--- src/rtl/sync_fwft_fifo_pkg.sv ---
// Shared helpers for sync_fwft_fifo: counter width and default programmable-full level.
package sync_fwft_fifo_pkg;

  function automatic int clog2(input int value);
    int result;
    result = 0;
    while ((1 << result) < value) result++;
    return result;
  endfunction

  function automatic int default_prog_full_thresh(input int addr_bits);
    return (1 << addr_bits) - 4;
  endfunction

endpackage

--- src/rtl/fifo_ram.sv ---
// Simple dual-port storage: synchronous write, registered read with read enable.
module fifo_ram #(
  parameter int WIDTH     = 8,
  parameter int ADDR_BITS = 4
) (
  input  logic                 clk,
  input  logic                 we,
  input  logic [ADDR_BITS-1:0] waddr,
  input  logic [WIDTH-1:0]     wdata,
  input  logic                 re,
  input  logic [ADDR_BITS-1:0] raddr,
  output logic [WIDTH-1:0]     rdata
);

  localparam int DEPTH = 2 ** ADDR_BITS;

  logic [WIDTH-1:0] mem [DEPTH];

  always_ff @(posedge clk) begin
    if (we) mem[waddr] <= wdata;
  end

  always_ff @(posedge clk) begin
    if (re) rdata <= mem[raddr];
  end

endmodule

--- src/rtl/sync_fwft_fifo.sv ---
// Single-clock FIFO with selectable first-word-fall-through or standard read mode.
module sync_fwft_fifo
  import sync_fwft_fifo_pkg::*;
#(
  parameter int WIDTH            = 8,
  parameter int ADDR_BITS        = 4,
  parameter int FWFT             = 1,
  parameter int PROG_FULL_THRESH = default_prog_full_thresh(ADDR_BITS)
) (
  input  logic                 clk,
  input  logic                 rst,
  input  logic                 wr_en,
  input  logic [WIDTH-1:0]     din,
  output logic                 full,
  output logic                 prog_full,
  input  logic                 rd_en,
  output logic [WIDTH-1:0]     dout,
  output logic                 empty,
  output logic [ADDR_BITS:0]   count,
  output logic                 overflow,
  output logic                 underflow
);

  localparam int DEPTH = 2 ** ADDR_BITS;
  localparam int CNT_W = clog2(DEPTH + 1);
  localparam logic [CNT_W-1:0] DEPTH_C  = CNT_W'(DEPTH);
  localparam logic [CNT_W-1:0] THRESH_C = CNT_W'(PROG_FULL_THRESH);

  logic [ADDR_BITS-1:0] wr_ptr, rd_ptr;
  logic [CNT_W-1:0]     count_q, count_nxt, ram_cnt;
  logic                 full_q, prog_full_q, empty_q, empty_nxt;
  logic                 overflow_q, underflow_q;
  logic                 wr_acc, rd_acc, ram_rd, load_p2;
  logic [WIDTH-1:0]     q_p1, dout_p2;
  logic                 vld_p1, vld_p2, vld_p1_nxt, vld_p2_nxt;

  // ram_cnt counts words still in memory; staged words are counted only in count_q
  always_comb begin
    wr_acc     = wr_en && !full_q;
    rd_acc     = rd_en && !empty_q;
    load_p2    = 1'b0;
    ram_rd     = 1'b0;
    vld_p1_nxt = vld_p1;
    vld_p2_nxt = 1'b0;
    count_nxt  = count_q + CNT_W'(wr_acc) - CNT_W'(rd_acc);
    if (FWFT != 0) begin
      load_p2    = vld_p1 && (!vld_p2 || rd_acc);
      ram_rd     = (ram_cnt != '0) && (!vld_p1 || load_p2);
      vld_p1_nxt = ram_rd ? 1'b1 : (load_p2 ? 1'b0 : vld_p1);
      vld_p2_nxt = load_p2 ? 1'b1 : (rd_acc ? 1'b0 : vld_p2);
      empty_nxt  = !vld_p2_nxt;
    end else begin
      ram_rd     = rd_acc;
      vld_p1_nxt = vld_p1 || ram_rd;
      empty_nxt  = (count_nxt == '0);
    end
  end

  always_ff @(posedge clk) begin
    if (rst) begin
      wr_ptr      <= '0;
      rd_ptr      <= '0;
      count_q     <= '0;
      ram_cnt     <= '0;
      full_q      <= 1'b0;
      prog_full_q <= 1'b0;
      empty_q     <= 1'b1;
      overflow_q  <= 1'b0;
      underflow_q <= 1'b0;
      vld_p1      <= 1'b0;
      vld_p2      <= 1'b0;
    end else begin
      if (wr_acc) wr_ptr <= wr_ptr + ADDR_BITS'(1);
      if (ram_rd) rd_ptr <= rd_ptr + ADDR_BITS'(1);
      count_q     <= count_nxt;
      ram_cnt     <= ram_cnt + CNT_W'(wr_acc) - CNT_W'(ram_rd);
      full_q      <= (count_nxt == DEPTH_C);
      prog_full_q <= (count_nxt >= THRESH_C);
      empty_q     <= empty_nxt;
      overflow_q  <= wr_en && full_q;
      underflow_q <= rd_en && empty_q;
      vld_p1      <= vld_p1_nxt;
      vld_p2      <= vld_p2_nxt;
    end
  end

  // stage p1: memory read register
  fifo_ram #(
    .WIDTH     (WIDTH),
    .ADDR_BITS (ADDR_BITS)
  ) u_ram (
    .clk   (clk),
    .we    (wr_acc && !rst),
    .waddr (wr_ptr),
    .wdata (din),
    .re    (ram_rd && !rst),
    .raddr (rd_ptr),
    .rdata (q_p1)
  );

  // stage p2: fall-through output register, cleared so dout reads zero after reset
  always_ff @(posedge clk) begin
    if (rst)          dout_p2 <= '0;
    else if (load_p2) dout_p2 <= q_p1;
  end

  assign dout      = (FWFT != 0) ? dout_p2 : (vld_p1 ? q_p1 : '0);
  assign full      = full_q;
  assign prog_full = prog_full_q;
  assign empty     = empty_q;
  assign count     = count_q;
  assign overflow  = overflow_q;
  assign underflow = underflow_q;

endmodule

--- config.mk ---
export PLATFORM = sky130hd
export DESIGN_NAME = sync_fwft_fifo
export DESIGN_NICKNAME = d
export VERILOG_FILES = /design/src/rtl/sync_fwft_fifo_pkg.sv /design/src/rtl/fifo_ram.sv /design/src/rtl/sync_fwft_fifo.sv
export SDC_FILE = /design/constraint.sdc
export NUM_CORES = 1
export LEC_CHECK = 0
export CAP_MARGIN = 40
export CORE_MARGIN = 8
export CORE_UTILIZATION = 40
export DETAILED_ROUTE_END_ITERATION = 16
export GPL_TIMING_DRIVEN = 0
export SLEW_MARGIN = 5
export SYNTH_ARGS = -nofsm -noshare
export SYNTH_HDL_FRONTEND = slang
export SYNTH_SLANG_ARGS = --single-unit
--- constraint.sdc ---
create_clock -name clk -period 3.8 [get_ports clk]
set_clock_uncertainty 0.1 [all_clocks]
set_input_delay 0.76 -clock clk [delete_from_list [all_inputs] [get_ports clk]]
set_output_delay 0.76 -clock clk [all_outputs]
set_load 0.01 [all_outputs]
== Word level (Yosys, flattened, before mapping) ==
Memories as Yosys holds them, arrays and structs flattened. A register that Yosys moved wholly into a read port is not among the register bits.
Index checks and enable logic that the tools add are counted.

* Register bits after elaboration: 33
* Latch bits: 0
* Memory bits (writable): 128
* ROM bits: 0
* Input port bits: 12
* Logic and storage cells: 45
* Memories kept: 1

* $add $sub $neg: 6
* Multipliers: 0
* Div/mod/pow operators: 0
* Order comparisons: 1
* Equality and inequality tests: 1
* Shifts and indexed selects: 0
* Multiplexer cells: 6
* Bitwise gates (word level): 0
* Reduce and logical (&&, ||, !) cells: 18

{| class="wikitable"
|+ Memory list
! memory !! depth !! width !! read ports !! clocked after memory_dff !! wr ports !! line !! RTL
|-
| u_ram.mem || 16 || 8 || 1 || 1 || 1 || fifo_ram.sv:17 || <nowiki>logic [WIDTH-1:0] mem [DEPTH];</nowiki>
|}

{| class="wikitable"
|+ Operators with widths
! kind !! number
|-
| 5-bit by 1-bit adder with 5-bit output || 2
|-
| 5-bit by 1-bit subtractor with 5-bit output || 2
|-
| 4-bit by 1-bit adder with 4-bit output (second input constant) || 2
|-
| 1-bit logical AND || 8
|-
| 1-bit zero test || 6
|-
| 1-bit 2-to-1 mux || 6
|-
| 5-bit equality test (second input constant) || 1
|-
| 5-bit by 4-bit greater-or-equal comparator with 1-bit output (second input constant) || 1
|-
| 5-bit nonzero test || 1
|-
| 1-bit logical OR || 2
|-
| 2-bit nonzero test || 1
|}

== Longest topological paths before layout ==
* Depth in word-level cells: 7
* Gate-level depth with buffers: 12
* Depth with buffers taken out: 12

== By module ==
Synthesis repeated with hierarchy kept, for this count alone.

* Cell total of the unflattened synthesis: 388
* Area total of the unflattened synthesis: 6723.9 µm²

{| class="wikitable"
|+ Modules (own cells, without submodules)
! module !! times used !! cells each !! area an instance (µm²) !! sequential area each (µm²)
|-
| fifo_ram || 1 || 229 || 5227.5 || 4083.9
|-
| sync_fwft_fifo || 1 || 159 || 1496.4 || 660.6
|}

== Worst setup path after synthesis ==
Ideal clock, no wire load.

* Path kind: input to register
* From: input port wr_en
* To: register full_q, in the netlist full
* Data arrival time: 2.788 ns
* Setup slack: 0.833 ns
* Stages: 11
* Path buffers: 1
* Cell sequence: nor2b_1 > clkbuf_1 > or2_2 > nand2_1 > ha_1 > inv_1 > fa_1 > nor2b_1 > o21a_1 > or4b_4 > a211oi_2

* Word-level cells in the longest chain between the ends: 4

{| class="wikitable"
|+ RTL lines
! element !! line !! RTL
|-
| start, declared || sync_fwft_fifo.sv:12 || <nowiki>input logic wr_en,</nowiki>
|-
| 1-bit logical AND || sync_fwft_fifo.sv:39 || <nowiki>wr_acc = wr_en && !full_q;</nowiki>
|-
| 5-bit by 1-bit adder with 5-bit output || sync_fwft_fifo.sv:45 || <nowiki>count_nxt = count_q + CNT_W'(wr_acc) - CNT_W'(rd_acc);</nowiki>
|-
| 5-bit by 1-bit subtractor with 5-bit output || sync_fwft_fifo.sv:45 ||
|-
| 5-bit equality test || sync_fwft_fifo.sv:77 || <nowiki>full_q <= (count_nxt == DEPTH_C);</nowiki>
|-
| end signal, assigned || sync_fwft_fifo.sv:77 ||
|-
| end, declared || sync_fwft_fifo.sv:31 || <nowiki>logic full_q, prog_full_q, empty_q, empty_nxt;</nowiki>
|}

No other way between the ends.
A chain may end at the register's enable or synchronous reset.

== Final worst setup path ==
Ends and elaborated chain as after synthesis.

==> run_results.csv <==
group,metric,value,unit
run_status,outcome,"finished, final reports clean",
timing,slew_viol_final,0,
power,finalPower,5.397,mW
worst_setup_path,crit_fanout,10,
yosys,synth_top_area_share,60.52,%
clock_network,clk_latency,0.43,ns
yosys,synth_area_leaders,"edfxtp_1, dfxtp_1, mux4_2, mux4_1, ha_1",
detailed_routing,vias,3428,
final_layout,antennaDiodeCount,0,
detailed_routing,drt_iter0_markers,234,
power,clockPowerShare,31.7,%
worst_setup_path,worstSetupStartpointType,"input port",
power,pwr-share-comb,26.2,%
clock_network,clk_pin_slew,0.06,ns
worst_setup_path,critPathKind,"in -> reg",
timing,fmax,0.2933,GHz
detailed_routing,viasPerCell,5.101,
yosys,syn_inst,391,
yosys,seq_area_frac_synth,70.31,%
worst_setup_path,arrival,3.64,ns
worst_setup_path,crit_path_end_kind,"register",
timing,finalCriticalPeriod,3.410,ns
yosys,synth_seq_cells,169,
clock_network,cts_tree,"done",
grt,grt_util_met3,3.265,%
power,p_sw_share,28.33,%
yosys,syn-num-nets,419,
power,ir_drop,0.0003627,V
power,p_leak,2.662,nW
worst_setup_path,cp_top_family,"simple AND/OR/NAND/NOR gates",
worst_setup_path,cpMaxStageDelayCell,"or4b_4",
floorplan,start_util,40.83,%
place,hpwl,8.873,mm
detailed_routing,drc,0,
power,p_switching,1.529,mW
min_path,hp-class,"reg -> reg",
place,dp_cells,639,
grt,overflow,0,
worst_setup_path,crit_path_max_incr_delay,0.50,ns
place,io_buffers,28,
grt,grt_pass1_wl,20.42,mm
timing,layout_worst_path_cycle_share,89.73,%
flow_run,drv_cap,0,
final_layout,fin_nets,467,
worst_setup_path,crit_chain,"clkdlybuf4s50_1 > nor2b_1 > clkbuf_1 > or2_2 > nand2_1 > ha_1 > inv_1 > fa_1 > nor2b_1 > o21a_1 > or4b_4 > a211oi_2",
timing,hold_violations,0,
grt,grt-busiest-layer,"met2",
grt,grt_pass1_vias,3547,
clock_network,cts_sinks,169,
clock_network,post-cts-setup-buffers,0,
timing,setup_viol,0,
timing,relSlewSlack,42.05,%
place,routabilityCongestion,0.7698,
detailed_routing,ant_nets,0,
floorplan,rows,47,
floorplan,coreArea,16520,µm²
grt,grt_antenna_before_repair,0,
grt,grt_max_degree,17,
yosys,netlist_area,6748,µm²
floorplan,die-area,21280,µm²
detailed_routing,wl_per_cell,19.88,µm
clock_network,cts_inserted_buffers,17,
worst_setup_path,timing.critical_path.buf_inv,3,
detailed_routing,drtPass1Iterations,4,
power,intPower,3.868,mW
clock_network,clockBufferDepth,2,
floorplan,pin_count,30,
grt,grt_usage,13.02,%
yosys,synth_cell_type_count,44,
detailed_routing,wl,13.36,mm
clock_network,ctsRootBufferMaster,"clkbuf_16",
yosys,yosysWarnings,0,
final_layout,fillCellCount,1390,
final_layout,drive_gt1_share,16.59,%
clock_network,cts.htree.levels,4,
final_layout,final_cells,672,
power,power_density,683.0,nW/µm²
final_layout,area_growth,17.10,%
worst_setup_path,crit_path_frequent_cell,"nor2b_1",
floorplan,die_w,145.9,µm
grt,use_met2,20.21,%
final_layout,multiInputGateArea,1831,µm²
yosys,yosysTopAreaCell,"edfxtp_1",
timing,fin_tns_setup,0,ns
grt,grt_util_met1,16.28,%
clock_network,ctsHoldBuffers,0,
final_layout,final-seq-area,4745,µm²
floorplan,die_h,145.9,µm
power,power_frac_seq,42.1,%
yosys,syn_area_per_cell,17.26,µm²
clock_network,cts_resized,0,
timing,rsz0062_at_grt,"false",
worst_setup_path,required,4.03,ns
timing,tightest_slew,0.8661,ns
## final cells by class
| class | count | area share, % |
|---|---|---|
| Sequential cell | 169 | 60.05 |
| Clock buffer | 17 | 5.384 |
| Timing Repair Buffer | 29 | 3.642 |
| Clock inverter | 15 | 2.090 |
| Inverter | 15 | 0.7126 |
| Multi-Input combinational cell | 190 | 23.17 |
| Tap cell | 220 | 3.484 |
| Buffer | 17 | 1.473 |
## metal layers
metal	wire length (µm)	up-vias	part of all wire (%)
met5	0	-	0
met4	348	0	2.6
met3	681	20	5.1
met2	6346	81	47
met1	5985	1731	45
li1	-	1596	-
## stage by stage
stage	util [%]	instance area (µm²)	hold slack, ns	setup slack [ns]
6_report	47.82	7901	0.3492	0.3901
3_5_place_dp	44.20	7303	0.3435	-0.04514
2_1_floorplan	-	6748	0.3563	0.8326
5_1_grt	47.82	7901	0.3720	0.2129
4_1_cts	47.77	7894	0.3552	0.4045
3_3_place_gp	44.20	7303	0.3342	0.02374
## registers in the layout, summed over array words and instances, names as in the netlist
register and count:
count 5, dout 8, empty 1, full 1, overflow 1, prog_full 1
ram_cnt 5, rd_ptr 4, u_ram.mem 128, u_ram.rdata 8, underflow 1, vld_p1 1
vld_p2 1, wr_ptr 4
## tightest hold or removal path, cell delays in order, from the launching register on
cell     delay, ns
dfxtp_1       0.32
nand2_1       0.06
nor2_1        0.03
## power by group through the flow
stage          combinational (mW)  sequential (mW)  clock [mW]
2_1_floorplan               0.994             2.32           0
3_3_place_gp                 1.39             2.31           0
3_5_place_dp                 1.42             2.31           0
4_1_cts                      1.43             2.27        1.74
5_1_grt                      1.56             2.29        1.80
6_report                     1.42             2.27        1.71
## Yosys cell counts
library cell,count
a311oi_1,1
nand3_1,3
buf_2,4
o21bai_1,1
a31oi_2,1
buf_12,1
buf_6,2
clkbuf_4,2
nor3b_1,1
buf_4,2
nor4b_2,1
nor2_1,42
clkbuf_1,5
or4b_4,1
nand2_1,18
nand2b_1,2
or3_1,1
fa_1,2
inv_1,15
nand3b_1,3
o21a_1,1
or3b_2,1
a21bo_2,1
mux4_2,22
or2_2,2
mux4_1,10
mux2i_1,9
a211oi_2,1
a21o_1,2
o21ai_0,1
nor2b_1,9
a21oi_1,7
nand4_1,1
xor2_1,6
o211ai_1,1
a22oi_1,16
a21boi_0,1
nor3_1,1
clkbuf_2,1
edfxtp_1,136
and2_1,1
ha_1,14
xnor2_1,6
dfxtp_1,33
## placed cells by master (no fill, tap or decap), types with 6 or more instances in the layout
cell	instances
clkdlybuf4s50_1	28
clkbuf_16	17
inv_1	15
edfxtp_1	136
a21oi_1	7
nand2_1	18
nor2b_1	9
xnor2_1	6
nor2_1	42
ha_1	14
mux4_2	22
dfxtp_1	33
mux2i_1	9
xor2_1	6
mux4_1	10
a22oi_1	16
## path summary, 6_finish.rpt
check / startpoint / endpoint / slack, ns / depth (start not counted)
max: wr_en / full / 0.39 / 12
min: empty / underflow / 0.35 / 2
max reg2reg: full / full / 0.90 / 11
min reg2reg: empty / underflow / 0.35 / 2
## logic make-up (layout without fill, tap and decap cells)
kind of cell / after synthesis / after routing / share of synthesized area [%]
compound gates: 34 / 34 / 3.690
mux: 41 / 41 / 12.57
fa+ha+maj: 16 / 16 / 3.189
flops: 169 / 169 / 70.31
simple gates: 87 / 87 / 6.119
buf+inv: 32 / 93 / 2.559
xor+xnor: 12 / 12 / 1.558
(Power assumes the default switching activity.)
